**src/rtl/sail_bus_defs.sv**
```systemverilog
// Shared definitions for the data-memory bus fabric: FSM encodings,
// target select codes and the default RAM/MMIO address boundary.
package sail_bus_defs;

  typedef enum logic [1:0] {
    IDLE  = 2'd0,
    ISSUE = 2'd1,
    WAIT  = 2'd2
  } state_e;

  localparam logic TGT_RAM  = 1'b0;
  localparam logic TGT_MMIO = 1'b1;

  localparam logic [31:0] DEFAULT_SPLIT_ADDR = 32'h0002_0000;

endpackage

```
**src/rtl/mux2to1.sv**
```systemverilog
// Generic two-input data select; used on the response return path.
module mux2to1 #(
  parameter int WIDTH = 32
) (
  input  logic             sel_i,
  input  logic [WIDTH-1:0] a0_i,
  input  logic [WIDTH-1:0] a1_i,
  output logic [WIDTH-1:0] y_o
);

  assign y_o = sel_i ? a1_i : a0_i;

endmodule

```
**src/rtl/bus_demux1to2.sv**
```systemverilog
// Registered 1-to-2 request router (RAM / MMIO), one transaction in flight.
// Optional response timeout enabled by defining DEMUX_TIMEOUT_EN.
module bus_demux1to2
  import sail_bus_defs::*;
#(
  parameter int                    DATA_WIDTH = 32,
  parameter int                    ADDR_WIDTH = 32,
  parameter logic [ADDR_WIDTH-1:0] SPLIT_ADDR = ADDR_WIDTH'(DEFAULT_SPLIT_ADDR),
  parameter int                    TIMEOUT    = 255
) (
  input  logic                  clk,
  input  logic                  rst_n,
  input  logic                  req_valid,
  output logic                  req_ready,
  input  logic [ADDR_WIDTH-1:0] req_addr,
  input  logic                  req_we,
  input  logic [3:0]            req_wstrb,
  input  logic [DATA_WIDTH-1:0] req_wdata,
  output logic                  rsp_valid,
  output logic [DATA_WIDTH-1:0] rsp_rdata,
  output logic                  rsp_err,
  output logic                  t0_valid,
  input  logic                  t0_ready,
  output logic [ADDR_WIDTH-1:0] t0_addr,
  output logic                  t0_we,
  output logic [3:0]            t0_wstrb,
  output logic [DATA_WIDTH-1:0] t0_wdata,
  input  logic                  t0_rsp_valid,
  input  logic [DATA_WIDTH-1:0] t0_rsp_rdata,
  output logic                  t1_valid,
  input  logic                  t1_ready,
  output logic [ADDR_WIDTH-1:0] t1_addr,
  output logic                  t1_we,
  output logic [3:0]            t1_wstrb,
  output logic [DATA_WIDTH-1:0] t1_wdata,
  input  logic                  t1_rsp_valid,
  input  logic [DATA_WIDTH-1:0] t1_rsp_rdata
);

  state_e                state_q, state_d;
  logic                  sel_q, sel_d;
  logic [ADDR_WIDTH-1:0] addr_q, addr_d;
  logic                  we_q, we_d;
  logic [3:0]            wstrb_q, wstrb_d;
  logic [DATA_WIDTH-1:0] wdata_q, wdata_d;
  logic                  rsp_valid_q, rsp_valid_d;
  logic [DATA_WIDTH-1:0] rsp_rdata_q, rsp_rdata_d;
  logic                  tgt_ready, tgt_rsp_valid;
  logic [DATA_WIDTH-1:0] tgt_rdata;

`ifdef DEMUX_TIMEOUT_EN
  localparam int CNT_W = ($clog2(TIMEOUT + 1) > 8) ? $clog2(TIMEOUT + 1) : 8;
  logic [CNT_W-1:0] cnt_q, cnt_d;
  logic             rsp_err_q, rsp_err_d;
`endif

  mux2to1 #(.WIDTH(DATA_WIDTH)) u_rsp_mux (
    .sel_i (sel_q),
    .a0_i  (t0_rsp_rdata),
    .a1_i  (t1_rsp_rdata),
    .y_o   (tgt_rdata)
  );

  // Only the selected target's handshake and response are ever observed.
  assign tgt_ready     = (sel_q == TGT_MMIO) ? t1_ready     : t0_ready;
  assign tgt_rsp_valid = (sel_q == TGT_MMIO) ? t1_rsp_valid : t0_rsp_valid;

  always_comb begin
    state_d     = state_q;
    sel_d       = sel_q;
    addr_d      = addr_q;
    we_d        = we_q;
    wstrb_d     = wstrb_q;
    wdata_d     = wdata_q;
    rsp_valid_d = 1'b0;
    rsp_rdata_d = rsp_rdata_q;
`ifdef DEMUX_TIMEOUT_EN
    cnt_d       = cnt_q;
    rsp_err_d   = 1'b0;
`endif
    case (state_q)
      IDLE: begin
        if (req_valid) begin
          addr_d  = req_addr;
          we_d    = req_we;
          wstrb_d = req_wstrb;
          wdata_d = req_wdata;
          sel_d   = (req_addr >= SPLIT_ADDR) ? TGT_MMIO : TGT_RAM;
          state_d = ISSUE;
        end
      end
      ISSUE: begin
        if (tgt_ready) begin
          state_d = WAIT;
`ifdef DEMUX_TIMEOUT_EN
          cnt_d   = '0;
`endif
        end
      end
      WAIT: begin
        if (tgt_rsp_valid) begin
          rsp_valid_d = 1'b1;
          rsp_rdata_d = we_q ? '0 : tgt_rdata;
          state_d     = IDLE;
        end
`ifdef DEMUX_TIMEOUT_EN
        else if (cnt_q == CNT_W'(TIMEOUT)) begin
          rsp_valid_d = 1'b1;
          rsp_rdata_d = '0;
          rsp_err_d   = 1'b1;
          state_d     = IDLE;
        end else begin
          cnt_d = cnt_q + 1'b1;
        end
`endif
      end
      default: state_d = IDLE;
    endcase
  end

  always_ff @(posedge clk) begin
    if (!rst_n) begin
      state_q     <= IDLE;
      sel_q       <= TGT_RAM;
      addr_q      <= '0;
      we_q        <= 1'b0;
      wstrb_q     <= '0;
      wdata_q     <= '0;
      rsp_valid_q <= 1'b0;
      rsp_rdata_q <= '0;
`ifdef DEMUX_TIMEOUT_EN
      cnt_q       <= '0;
      rsp_err_q   <= 1'b0;
`endif
    end else begin
      state_q     <= state_d;
      sel_q       <= sel_d;
      addr_q      <= addr_d;
      we_q        <= we_d;
      wstrb_q     <= wstrb_d;
      wdata_q     <= wdata_d;
      rsp_valid_q <= rsp_valid_d;
      rsp_rdata_q <= rsp_rdata_d;
`ifdef DEMUX_TIMEOUT_EN
      cnt_q       <= cnt_d;
      rsp_err_q   <= rsp_err_d;
`endif
    end
  end

  assign req_ready = (state_q == IDLE);
  assign rsp_valid = rsp_valid_q;
  assign rsp_rdata = rsp_rdata_q;
`ifdef DEMUX_TIMEOUT_EN
  assign rsp_err   = rsp_err_q;
`else
  assign rsp_err   = 1'b0;
`endif

  // Request fields fan out to both targets; only valid is steered.
  assign t0_valid = (state_q == ISSUE) && (sel_q == TGT_RAM);
  assign t1_valid = (state_q == ISSUE) && (sel_q == TGT_MMIO);
  assign t0_addr  = addr_q;
  assign t0_we    = we_q;
  assign t0_wstrb = wstrb_q;
  assign t0_wdata = wdata_q;
  assign t1_addr  = addr_q;
  assign t1_we    = we_q;
  assign t1_wstrb = wstrb_q;
  assign t1_wdata = wdata_q;

endmodule
```
**config.mk**
```make
export PLATFORM = sky130hd
export DESIGN_NAME = bus_demux1to2
export DESIGN_NICKNAME = d
export VERILOG_FILES = /design/src/rtl/sail_bus_defs.sv /design/src/rtl/mux2to1.sv /design/src/rtl/bus_demux1to2.sv
export SDC_FILE = /design/constraint.sdc
export NUM_CORES = 1
export LEC_CHECK = 0
export ABC_AREA = 0
export CAP_MARGIN = 5
export CELL_PAD_IN_SITES_DETAIL_PLACEMENT = 2
export CELL_PAD_IN_SITES_GLOBAL_PLACEMENT = 2
export CORE_MARGIN = 2
export CORE_UTILIZATION = 19
export DETAILED_ROUTE_END_ITERATION = 10
export GPL_ROUTABILITY_DRIVEN = 0
export HOLD_SLACK_MARGIN = 0.1
export PLACE_DENSITY_LB_ADDON = 0.1
export SETUP_SLACK_MARGIN = 0.1
export SYNTH_ARGS = -nofsm -noshare
export SYNTH_HDL_FRONTEND = slang
export SYNTH_SLANG_ARGS = --single-unit
```
**constraint.sdc**
```tcl
create_clock -name clk -period 1.91 [get_ports clk]
set_clock_uncertainty 0.1 [all_clocks]
set_input_delay 0.2865 -clock clk [delete_from_list [all_inputs] [get_ports clk]]
set_output_delay 0.2865 -clock clk [all_outputs]
set_load 0.02 [all_outputs]
```
==> flow_summary_export.csv, run 1 <==
group,metric,value,unit
power,ir_drop,0.2775,mV
logic_synthesis,mappedNetlistNets,722,
logic_synthesis,synth.yosys.seq_area_share,0.4202,
power,power.sequential.fraction,0.420,
critical_path,worstSetupEndpointType,"output port",
placed_design,pre_cts_slack,-0.07069,ns
global_routing,global_route_total_usage_across_every_layer,0.1400,
cells_and_area,fillers,2906,
critical_path,critical-path-top-delay-family,"buffers and inverters",
timing,drv_slew,0,
critical_path,timing.reg2reg.setup_slack,0.20,ns
route,first_pass_iters,4,
cells_and_area,final_core_util,0.3203,
floorplan,die_h,166.3,microns
cells_and_area,nets,947,
timing,setup_viol_count_final,0,
timing,setup_repair_after_global_routing_missed_its_margin,"false",
logic_synthesis,synth_largest_area_cell,"sky130_fd_sc_hd__dfxtp_1",
floorplan,initial_utilization,0.1925,
route,detail_route.wirelength,19630,microns
cells_and_area,multi_input_area,0.002167,sq mm
power,power_report.internal_total,4.006,mW
logic_synthesis,post_synth_inst_count,582,
cells_and_area,final_cell_mix,"sky130_fd_sc_hd__clkdlybuf4s50_1 (294), sky130_fd_sc_hd__nand2_1 (139), sky130_fd_sc_hd__dfxtp_1 (104)",
cells_and_area,syn_to_final_growth,66.36,%
timing,finalCriticalPeriod,1.764,ns
critical_path,critPathBufInv,1,
timing,final_critical_path_setup_slack,0.1458,ns
cells_and_area,mostFrequentLayoutCell,"sky130_fd_sc_hd__clkdlybuf4s50_1",
cells_and_area,ratio_of_cells_with_drive_above_1_in_the_final_layout,0.05296,
critical_path,crit_path_cell_trace,"clkdlybuf4s50_1",
route,via_count,4907,
global_routing,global_route_wire_length_before_repair,30790,microns
floorplan,io_pins,315,
clocking,tritoncts,"done",
route,antenna_violating_nets_left,0,
global_routing,grt_overflow,0,
placed_design,port-buffer-count,313,
clocking,worstSkewPairLatency,0.35,ns
critical_path,cp_max_fo,3,
timing,final.period_utilization,0.9237,
floorplan,placeableCoreArea,0.02598,sq mm
logic_synthesis,yosys_register_bits,105,
hold_path,min-delay-path-class,"in -> reg",
critical_path,critPathLaunchType,"flip-flop",
timing,max_clock_freq,0.5668,GHz
floorplan,floorplan.rows,59,
logic_synthesis,ys_types,23,
clocking,tritoncts.num_buffers,9,
floorplan,die-width,166.3,microns
run,drv_cap,0,
placed_design,dp_hpwl,14990,microns
power,fin_total_pwr,5.736,mW
global_routing,initial_antenna_violation_count,0,
clocking,cts.sink_count,105,
global_routing,pin_count_of_the_biggest_net_entering_global_routing,66,
clocking,max-clock-path-buffers,2,
logic_synthesis,syn_area,0.005002,sq mm
timing,timing_hold_violations_final,0,
route,wl_per_cell,17.11,microns
cells_and_area,layout.area.seq,0.002106,sq mm
run_status,outcome,"finished, final reports clean",
route,drtIter0Drc,171,
power,p_sw_frac,0.3017,
power,static_leakage_power,3.109,nW
cells_and_area,antenna_cells,0,
logic_synthesis,yosys-top-cells-area,"sky130_fd_sc_hd__dfxtp_1 (42%), sky130_fd_sc_hd__a21boi_1 (15%), sky130_fd_sc_hd__buf_4 (11%)",
power,share_clk_of_total_power,0.310,
clocking,clkSlewWorstSetupHoldPaths,0.07,ns
critical_path,cp.required,1.52,ns
route,post-route-drc-count,0,
logic_synthesis,syn_avg_cell_area,8.595,sq um
critical_path,worstSetupPathType,"reg -> out",
global_routing,first_global_vias,5425,
critical_path,timing.critical_path.slowest_cell_delay,0.63,ns
floorplan,die_area,0.02764,sq mm
power,power_per_cell_area,689.3,mW/mm^2
logic_synthesis,number_of_warnings_printed_during_yosys_synthesis,0,
clocking,htree_num_levels,3,
clocking,clock-root-buffer,"sky130_fd_sc_hd__clkbuf_16",
critical_path,critical_path_arrival,1.38,ns
critical_path,cp_slowest_cell,"sky130_fd_sc_hd__clkdlybuf4s50_1",
logic_synthesis,yosys.area.top_type_share,0.4202,
power,relative_contribution_of_combinational_cells_to_total_power,0.270,
clocking,cts.repair_timing.setup_buffer_count,0,
power,switching_power,1.731,mW
route,avgViaCountPerCell,4.278,
timing,total_negative_setup_slack,0,ns
-- state kept, by name (all words and copies together), names as in the netlist --
signal	flops
sel_q	1
rsp_valid	1
t0_addr	32
rsp_rdata	32
state_q	2
t0_we	1
t0_wstrb	4
t0_wdata	32
-- power groups by stage --
stage                     Combinational [mW]  Clock (mW)  Sequential [mW]
after detailed placement                1.59           0             2.47
after global routing                    1.67        1.97             2.43
after global placement                  1.56           0             2.46
after floorplan                        0.692           0             2.57
after CTS                               1.59        1.89             2.42
final                                   1.55        1.78             2.41
-- Yosys cell counts --
master	number
sky130_fd_sc_hd__nor3_1	1
sky130_fd_sc_hd__nor2b_1	1
sky130_fd_sc_hd__o21ai_1	32
sky130_fd_sc_hd__nand2b_1	3
sky130_fd_sc_hd__or4_1	32
sky130_fd_sc_hd__mux2i_1	34
sky130_fd_sc_hd__nand3_1	1
sky130_fd_sc_hd__nor3b_1	2
sky130_fd_sc_hd__and2_1	1
sky130_fd_sc_hd__o2bb2ai_1	1
sky130_fd_sc_hd__o221a_2	1
sky130_fd_sc_hd__nor4_1	3
sky130_fd_sc_hd__conb_1	1
sky130_fd_sc_hd__buf_6	5
sky130_fd_sc_hd__clkbuf_1	38
sky130_fd_sc_hd__nand2_1	139
sky130_fd_sc_hd__nor2_1	3
sky130_fd_sc_hd__dfxtp_1	105
sky130_fd_sc_hd__or3b_1	1
sky130_fd_sc_hd__buf_4	70
sky130_fd_sc_hd__a21boi_1	102
sky130_fd_sc_hd__buf_2	5
sky130_fd_sc_hd__inv_1	1
-- per-layer routing --
metal,up-vias,track usage,share of wire
met3,13,0.04171,0.065
met4,0,0.03636,0.013
met2,168,0.2542,0.51
li1,2348,-,-
met1,2378,0.1600,0.41
met5,-,0,0
-- logic make-up after synthesis --
kind of cell / count (synthesis) / synth area share
other cells: 1 / 0.0007497
compound gates: 136 / 0.1891
buf+inv: 119 / 0.1506
flops: 105 / 0.4202
simple gates: 187 / 0.1713
mux: 34 / 0.06803
-- what timing repair did --
| item | in CTS | in global routing |
|---|---|---|
| setup endpoints to repair | 8 | 14 |
| resized for setup | 10 | 13 |
| hold buffers | 0 | 0 |
-- per-stage QoR --
| stage | std cells | area (sq um) | hold WS, ns |
|---|---|---|---|
| finish | 1147 | 8322 | 0.3275 |
| global placement | 1131 | 8039 | 0.3544 |
| CTS | 1147 | 8305 | 0.3365 |
| detailed placement | 1131 | 8039 | 0.3664 |
| global route | 1147 | 8322 | 0.3376 |
| floorplan | 582 | 5002 | 0.3214 |
-- area by class of cell --
class	instances	share of cell area
Tap cell	335	0.05037
Multi-Input combinational cell	358	0.2604
Sequential cell	105	0.2530
Inverter	1	0.0004511
Clock buffer	10	0.02751
Clock inverter	6	0.005262
Timing Repair Buffer	332	0.4029
-- tightest hold or removal path: stages --
cell	delay [ns]
sky130_fd_sc_hd__buf_2	0.12
sky130_fd_sc_hd__buf_12	0.17
sky130_fd_sc_hd__a21boi_1	0.15
-- path summary, 6_finish.rpt --
kind	start	endpoint	cells past startpoint
setup reg to reg	sel_q	rsp_rdata[21]	4
hold reg to reg	t0_addr[30]	t0_addr[30]	2
setup / recovery	t0_wdata[5]	t0_wdata[5]	1
hold / removal	rst_n	t0_wdata[15]	3
(Power assumes the default switching activity.)
==> inputs of run 2 (changes only) <==
--- a/config.mk
+++ b/config.mk
@@ -13,8 +13,9 @@
 export CORE_UTILIZATION = 19
 export DETAILED_ROUTE_END_ITERATION = 10
 export GPL_ROUTABILITY_DRIVEN = 0
+export GPL_TIMING_DRIVEN = 0
 export HOLD_SLACK_MARGIN = 0.1
-export PLACE_DENSITY_LB_ADDON = 0.1
+export PLACE_DENSITY = 0.79
 export SETUP_SLACK_MARGIN = 0.1
 export SYNTH_ARGS = -nofsm -noshare
 export SYNTH_HDL_FRONTEND = slang
==> run 2 against run 1 <==
Clock power grew 12%; total power rose by 5.3%; combinational power increased by 6%; critical endpoint is now t0_addr[9].
==> flow_summary_export.csv, run 2 (synthesis gave the netlist of run 1 again) <==
group,metric,value,unit
run_status,outcome,"finished, final reports clean",
floorplan,placeableCoreArea,0.02598,sq mm
global_routing,initial_antenna_violation_count,1,
timing,setup_repair_after_global_routing_missed_its_margin,"true",
critical_path,cp_max_fo,3,
critical_path,crit_path_cell_trace,"clkdlybuf4s50_1",
global_routing,grt_overflow,0,
global_routing,global_route_wire_length_before_repair,33220,microns
route,via_count,5243,
cells_and_area,syn_to_final_growth,77.14,%
route,wl_per_cell,16.95,microns
route,avgViaCountPerCell,4.198,
floorplan,floorplan.rows,59,
placed_design,pre_cts_slack,-0.6429,ns
critical_path,critical_path_arrival,1.38,ns
clocking,clock-root-buffer,"sky130_fd_sc_hd__clkbuf_16",
hold_path,hp-start,"rst_n",
hold_path,worst_hold_path.num_cells,2,
critical_path,worstSetupPathType,"reg -> out",
clocking,worstSkewPairLatency,0.34,ns
floorplan,die_h,166.3,microns
critical_path,worstSetupEndpointType,"output port",
clocking,cts.sink_count,105,
global_routing,pin_count_of_the_biggest_net_entering_global_routing,20,
floorplan,io_pins,315,
clocking,cts_hold_buf,0,
global_routing,global_route_total_usage_across_every_layer,0.1525,
power,static_leakage_power,3.710,nW
critical_path,timing.critical_path.slowest_cell_delay,0.64,ns
hold_path,min-delay-path-class,"in -> reg",
floorplan,die_area,0.02764,sq mm
run,drv_cap,0,
cells_and_area,nets,1048,
timing,worstMarginPinSlew,0.5450,ns
cells_and_area,mostFrequentLayoutCell,"sky130_fd_sc_hd__clkdlybuf4s50_1",
critical_path,cp_slowest_cell,"sky130_fd_sc_hd__clkdlybuf4s50_1",
route,first_pass_iters,4,
power,power_per_cell_area,681.9,mW/mm^2
timing,maxSlewHeadroom,0.6367,
critical_path,regToRegEndpoint,"rsp_rdata[19]",
timing,finalCriticalPeriod,1.762,ns
critical_path,critPathLaunchType,"flip-flop",
timing,max_clock_freq,0.5677,GHz
clocking,tritoncts,"done",
cells_and_area,final_cell_mix,"sky130_fd_sc_hd__clkdlybuf4s50_1 (234), sky130_fd_sc_hd__nand2_1 (139), sky130_fd_sc_hd__a21boi_1 (101)",
timing,final_critical_path_setup_slack,0.1484,ns
placed_design,dp_hpwl,16880,microns
placed_design,port-buffer-count,312,
floorplan,initial_utilization,0.1925,
route,detail_route.wirelength,21170,microns
critical_path,reg2reg_launch_point,"sel_q",
global_routing,first_global_vias,5722,
power,fin_total_pwr,6.043,mW
power,ir_drop,0.3522,mV
clocking,htree_num_levels,3,
clocking,clkSlewWorstSetupHoldPaths,0.08,ns
floorplan,die-width,166.3,microns
critical_path,critPathBufInv,1,
timing,drv_slew,0,
critical_path,critical-path-top-delay-family,"buffers and inverters",
route,drtIter0Drc,143,
cells_and_area,ratio_of_cells_with_drive_above_1_in_the_final_layout,0.1413,
timing,timing_hold_violations_final,0,
route,post-route-drc-count,0,
critical_path,cp.required,1.52,ns
critical_path,timing.reg2reg.setup_slack,0.18,ns
critical_path,rr_worst_depth,6,
timing,final.period_utilization,0.9223,
clocking,tritoncts.num_buffers,9,
route,antenna_violating_nets_left,0,
cells_and_area,fillers,2967,
hold_path,hold_end,"t0_wdata[27]",
timing,setup_viol_count_final,0,
clocking,max-clock-path-buffers,2,
run 2: cell types whose count changed in the layout (fill, tap and decap cells not counted), moves of 3 or more:
cell,delta
sky130_fd_sc_hd__dfxtp_1,-4
sky130_fd_sc_hd__dlygate4sd2_1,+65
sky130_fd_sc_hd__buf_6,+6
sky130_fd_sc_hd__buf_4,+61
sky130_fd_sc_hd__buf_12,-6
sky130_fd_sc_hd__clkbuf_1,+19
sky130_fd_sc_hd__buf_2,+5
sky130_fd_sc_hd__clkbuf_4,+3
sky130_fd_sc_hd__clkbuf_2,+11
sky130_fd_sc_hd__dlymetal6s2s_1,-5
sky130_fd_sc_hd__clkdlybuf4s50_1,-60
sky130_fd_sc_hd__dfxtp_2,+4
run 2: stage by stage:
stage,utilization,instance area (sq um),hold slack (ns),instances,setup TNS [ns]
2_1_floorplan,-,5002,0.3214,582,0
6_report,0.3410,8861,0.2342,1249,0
3_3_place_gp,0.3288,8544,0.3569,1229,-31.05
3_5_place_dp,0.3288,8544,0.3698,1229,-34.40
5_1_grt,0.3410,8861,0.2518,1249,0
4_1_cts,0.3392,8813,0.2241,1247,0
run 2: how the worst max path moves through the flow:
stage,startpoint,to,depth (start not counted)
final,t0_addr[9],t0_addr[9],1
after global placement,req_valid,sel_q,5
after floorplan,sel_q,rsp_rdata[14],6
after detailed placement,req_valid,sel_q,5
after CTS,sel_q,t1_valid,5
after global routing,sel_q,rsp_rdata[19],6
run 2: layout make-up:
| cell class | instances | area, sq um | area share |
|---|---|---|---|
| diodes | 1 | 2.502 | 0.0002824 |
| plain buffers | 117 | 780.7 | 0.08811 |
| clock buffers | 9 | 225.2 | 0.02542 |
| clock inverters | 7 | 85.08 | 0.009602 |
| inverters | 1 | 3.754 | 0.0004236 |
| multi-input cells | 358 | 2161 | 0.2439 |
| flip-flops and latches | 105 | 2111 | 0.2382 |
| well taps | 335 | 419.2 | 0.04730 |
| repair buffers | 316 | 3073 | 0.3468 |
run 2: timing repair:
action / in CTS / in global routing
setup buffers: 3 / 1
pin swaps: 0 / 6
gates resized for setup: 93 / 33
setup endpoints to repair: 176 / 103
run 2: where the power goes:
part / internal (mW) / total [mW] / switching (mW)
sequential: 2.31 / 2.41 / 0.104
clock: 1.05 / 1.99 / 0.944
combinational: 0.852 / 1.64 / 0.792
total: 4.20 / 6.04 / 1.84
run 2: per-layer routing:
metal  GRT usage  vias up  routed length (microns)  share of wire
met5           0        -                        0              0
met4     0.04535        0                      256          0.012
met3     0.02955       11                     1137          0.054
met2      0.2701      175                    10560           0.50
met1      0.1873     2499                     9210           0.44
li1            -     2558                        -              -
